==> config.mk <==
export PLATFORM = sky130hd
export DESIGN_NAME = priority_encoder_8to3
export DESIGN_NICKNAME = d
export VERILOG_FILES = /design/src/rtl/priority_encoder_8to3.sv
export SDC_FILE = /design/constraint.sdc
export NUM_CORES = 1
export LEC_CHECK = 0
export BUFFER_PORTS_ARGS = -buffer_cell sky130_fd_sc_hd__buf_4
export CORE_MARGIN = 2
export CORE_UTILIZATION = 53
export CTS_BUF_LIST = sky130_fd_sc_hd__clkbuf_8
export CTS_CLUSTER_SIZE = 12
export DETAILED_ROUTE_END_ITERATION = 7
export PLACE_DENSITY = 0.77
export SKIP_CTS_REPAIR_TIMING = 1
export SLEW_MARGIN = 20
export SYNTH_ARGS = -nofsm -noshare
export SYNTH_HDL_FRONTEND = slang
export SYNTH_SLANG_ARGS = --single-unit
==> constraint.sdc <==
create_clock -name clk -period 4.3 [get_ports clk]
set_clock_uncertainty 0.2 [all_clocks]
set_input_delay 0.215 -clock clk [delete_from_list [all_inputs] [get_ports clk]]
set_output_delay 0.215 -clock clk [all_outputs]
set_load 0.02 [all_outputs]
==> src/rtl/priority_encoder_8to3.sv <==
// priority_encoder_8to3
// Eight level request lines are collected into a pending register and served
// one at a time as a 3-bit code with a valid/ready handshake. A served bit is
// removed from the pending set on the edge it is issued, unless the same
// request line is high on that edge; the new request then keeps the bit set.
// Selection looks only at the registered pending set, so a new request
// appears on code no sooner than one edge after it is sampled.
//
// Configuration macro:
//   ROUND_ROBIN_EN  when defined, the search starts one index past the last
//                   issued code and wraps 7 -> 0. The pointer resets to 7, so
//                   the first search after reset starts at index 0. When the
//                   macro is undefined, the lowest set index wins and the
//                   design has no pointer register.

module priority_encoder_8to3 (
  input  logic       clk,
  input  logic       rst,
  input  logic [7:0] req,
  input  logic       ready,
  output logic       valid,
  output logic [2:0] code,
  output logic [3:0] pend_cnt,
  output logic       merged
);

  // Number of set bits in an 8-bit vector (0..8).
  function automatic logic [3:0] popcount8(input logic [7:0] v);
    logic [3:0] n;
    n = 4'd0;
    for (int i = 0; i < 8; i++) begin
      n = n + {3'd0, v[i]};
    end
    return n;
  endfunction

`ifdef ROUND_ROBIN_EN
  // First set bit found by searching from last+1 upward, wrapping 7 -> 0.
  // The loop runs from the farthest candidate down to the nearest one, so
  // the nearest set bit makes the final assignment.
  function automatic logic [2:0] rr_index(input logic [7:0] v,
                                          input logic [2:0] last);
    logic [2:0] idx;
    logic [2:0] cand;
    idx = 3'd0;
    for (int k = 8; k >= 1; k--) begin
      cand = last + 3'(k);
      if (v[cand]) idx = cand;
    end
    return idx;
  endfunction
`else
  // Lowest set index; scanning downward leaves the lowest one assigned last.
  function automatic logic [2:0] lowest_index(input logic [7:0] v);
    logic [2:0] idx;
    idx = 3'd0;
    for (int i = 7; i >= 0; i--) begin
      if (v[i]) idx = 3'(i);
    end
    return idx;
  endfunction
`endif

  logic [7:0] pend_p0;
  logic       issue;
  logic [2:0] sel;
  logic [7:0] issue_mask;
  logic [7:0] pend_next;
  logic       merge_hit;

`ifdef ROUND_ROBIN_EN
  logic [2:0] last_p0;
`endif

  // Stage 0 -> 1: choose the next code from the registered pending set and
  // form the pending set for the following cycle.
  always_comb begin
    issue = (pend_p0 != 8'd0) && (!valid || ready);
`ifdef ROUND_ROBIN_EN
    sel = rr_index(pend_p0, last_p0);
`else
    sel = lowest_index(pend_p0);
`endif
    issue_mask = issue ? (8'd1 << sel) : 8'd0;
    pend_next  = (pend_p0 & ~issue_mask) | req;
    merge_hit  = |(req & pend_p0 & ~issue_mask);
  end

  // Pending set, handshake outputs and the sticky merge flag.
  always_ff @(posedge clk or posedge rst) begin
    if (rst) begin
      pend_p0  <= 8'd0;
      valid    <= 1'b0;
      code     <= 3'd0;
      pend_cnt <= 4'd0;
      merged   <= 1'b0;
    end else begin
      pend_p0  <= pend_next;
      pend_cnt <= popcount8(pend_next);
      if (merge_hit) merged <= 1'b1;
      if (issue) begin
        valid <= 1'b1;
        code  <= sel;
      end else if (ready) begin
        valid <= 1'b0;
      end
    end
  end

`ifdef ROUND_ROBIN_EN
  // Round-robin pointer: remembers the most recently issued index.
  always_ff @(posedge clk or posedge rst) begin
    if (rst) begin
      last_p0 <= 3'd7;
    end else if (issue) begin
      last_p0 <= sel;
    end
  end
`endif

endmodule

==> metrics.txt <==
run status finished, violations left; violations in the final reports negative hold slack; Cell Chain, Critical Path nor2_4 > nand2_1 > o21a_1 > or2_2 > fa_1 > fa_1 > inv_1 > fa_1 > inv_1 > ha_1 > inv_1 > fa_1 > xnor2_1; minimum hold slack -0.0229 ns; via count of the routed design 781; Slowest Stage Delay on Critical Path 0.51 ns; worst setup slack after layout 0.353 ns; Pins Over Slew Limit 0; Critical Path Start Type flip-flop; endpoint required time on the critical path 4.24 ns; number of maximum-capacitance violations 0; std cell rows 15; number of placed I/O pins 20; number of synthesized flops with an enable pin 0; share of power burned in combinational logic 18.9%; most frequently used cell type in the post-synthesis netlist sky130_fd_sc_hd__dfrtp_1; TritonCTS buffer count 3; antenna diode count 0; post-detailed-route count of antenna-violating nets 0; number of filler cells placed in the layout 137; sequential power share 48.1%; Internal Power 267 uW; Register Area 425 um^2; buffers plus inverters on the worst setup path 3; Yosys warnings 0; starting utilization of the core area 56.9%; Post-Place Setup Slack 0.378 ns; worst-skew pair later-pin latency 0.25 ns; FFs w/ async S/R, synth 100%; level count of the clock H-tree 1; Peak VDD IR 0.224 mV; Clock Sink Count 17; syn nets 114; most frequent cell on the critical path sky130_fd_sc_hd__fa_1; data arrival time at the worst-slack endpoint 3.89 ns; clock-pin transition on the worst setup and hold timing paths 0.07 ns; sequential-to-total area share from yosys stat 43.3%; Die H 47.1 um; maximum number of pins on one net before global-route repair 18; headroom to the max-slew limit 57.7%; global routing usage summed across all routing layers 22.4%; Unique masters post-synth 39; number of instances in the synthesized netlist 96; area share of the largest cell type after synthesis 43.3%; LEAKAGE 0.524 nW; number of DRC violations after detailed routing 0; critical path capture point type flip-flop; Final Hold Vio Count 2; multi-input logic area 503 um^2; share of the clock period used by the worst path 91.8%; wire length of the first global-routing pass 3340 um; vias in the first global route 745; start of the worst register-to-register path pend_p0[1]; final global-route overflow total 0; switch share 27.3%; cell area after synthesis 982 um^2; fraction of final layout cells with drive strength greater than 1 27.4%; Power Density 304 nW/um^2; total length of routed wires 1950 um; part of the power in the clock network 33.1%; last weighted congestion value of the routability-driven placer 0.826; initial antenna violation count 0; clock period minus worst slack 3.95 ns; Worst Hold Class primary input to flip-flop; area of the die 2210 um^2; WS Path Type flip-flop to flip-flop; core region area 1730 um^2; switching component of the power 100 uW; Slew @ Worst Pin 0.634 ns; Primary FF master, synth sky130_fd_sc_hd__dfrtp_1; cells taking the most area after synthesis sky130_fd_sc_hd__dfrtp_1 (43%), sky130_fd_sc_hd__fa_1 (8.2%), sky130_fd_sc_hd__ha_1 (3.8%); iteration count of the initial detailed-routing pass 5; endpoints failing setup 0; overall power of the completed layout 367 uW; HPWL after DPL 1530 um; Layout Area Growth over Synthesis 22.8%; Avg Vias per Cell 5.50; Clock Tree Buf Depth 2; slowest CP cell sky130_fd_sc_hd__fa_1; clock tree from TritonCTS done; setup repair after global routing missed its margin no; clock tree root driver cell sky130_fd_sc_hd__clkbuf_8; largest area contributor in the netlist sky130_fd_sc_hd__dfrtp_1; beginning of the worst hold path req[2]; number of synthesized register bits 17; upper clock frequency limit 253 MHz; Port Buf Inserts 19; cell family with the largest share of critical-path delay adder cells; number of nets at the end of the flow 136; routed wire length per instance 13.8 um; CP Max Fanout 4; most common library cells after synthesis sky130_fd_sc_hd__dfrtp_1 (17), sky130_fd_sc_hd__inv_1 (9), sky130_fd_sc_hd__nand2_1 (8); Iteration-0 DRC Markers 13; mean instance size in the synthesized netlist 10.2 um^2; Horiz. Die Dim 47.1 um; setup_tns 0 ns; launch point of the worst path pend_p0[1]
==> state kept, by name, indices dropped and copies added (netlist names) <==
| name | cells |
|---|---|
| merged | 1 |
| code | 3 |
| pend_cnt | 4 |
| valid | 1 |
| pend_p0 | 8 |
==> cell type report <==
type                       instances  area share, %
tap                               25           2.59
sequential                        17           35.3
inverter                          10           3.11
multi-input combinational         65           41.7
clock buffer                       3           3.42
timing repair buffer              21           13.5
clock inverter                     1          0.415
==> metrics by stage <==
stage          instance area, um^2  hold slack [ns]  cells  utilization, %
6_report                      1210          -0.0229    142            69.9
5_1_grt                       1210          0.00151    142            69.9
4_1_cts                       1190           -0.127    140            68.7
3_5_place_dp                  1140            0.149    136            66.0
3_3_place_gp                  1140            0.141    136            66.0
2_1_floorplan                  982          -0.0589     96               -
==> layer usage <==
layer  track usage (%)  wire length, um
met5                 0                0
met4              13.3               52
met3              2.31               57
met2              35.6             1010
met1              29.6              837
==> layout by cell type (no fill, tap or decap), types with 2 or more instances in the layout <==
| cell | netlist | layout |
|---|---|---|
| sky130_fd_sc_hd__buf_4 | 0 | 19 |
| sky130_fd_sc_hd__dfrtp_1 | 17 | 17 |
| sky130_fd_sc_hd__inv_1 | 9 | 9 |
| sky130_fd_sc_hd__nand2_1 | 8 | 8 |
| sky130_fd_sc_hd__a21oi_1 | 6 | 6 |
| sky130_fd_sc_hd__nor2_1 | 4 | 4 |
| sky130_fd_sc_hd__fa_1 | 4 | 4 |
| sky130_fd_sc_hd__nor2b_1 | 3 | 3 |
| sky130_fd_sc_hd__a22o_1 | 3 | 3 |
| sky130_fd_sc_hd__o21ai_0 | 3 | 3 |
| sky130_fd_sc_hd__a21o_1 | 3 | 3 |
| sky130_fd_sc_hd__ha_1 | 3 | 3 |
| sky130_fd_sc_hd__clkbuf_8 | 0 | 3 |
| sky130_fd_sc_hd__nor2_4 | 2 | 2 |
| sky130_fd_sc_hd__o31ai_1 | 2 | 2 |
| sky130_fd_sc_hd__nand2b_1 | 2 | 2 |
| sky130_fd_sc_hd__dlygate4sd3_1 | 0 | 2 |
==> cell families after synthesis <==
family | Yosys count | share of synthesized area, %
fa+ha+maj | 7 | 12.0
xor+xnor | 1 | 0.892
simple gates | 29 | 18.2
flops | 17 | 43.3
compound gates | 28 | 20.1
buf+inv | 14 | 5.48
==> power groups by stage <==
stage / clock [mW] / combinational [mW] / sequential (mW)
2_1_floorplan: 0 / 0.0269 / 0.191
3_3_place_gp: 0 / 0.0672 / 0.179
3_5_place_dp: 0 / 0.0686 / 0.179
4_1_cts: 0.123 / 0.0689 / 0.176
5_1_grt: 0.130 / 0.0766 / 0.177
6_report: 0.121 / 0.0692 / 0.176
==> worst paths after layout <==
path	endpoint	depth (start not counted)	slack [ns]
min	pend_p0[2]	2	-0.02
max	pend_cnt[2]	13	0.35
min reg2reg	code[1]	2	0.30
min in group asynchronous	valid	3	0.40
max reg2reg	pend_cnt[2]	13	0.35
max in group asynchronous	pend_cnt[1]	3	3.09
Note: power is estimated with default switching activity, not from simulation.
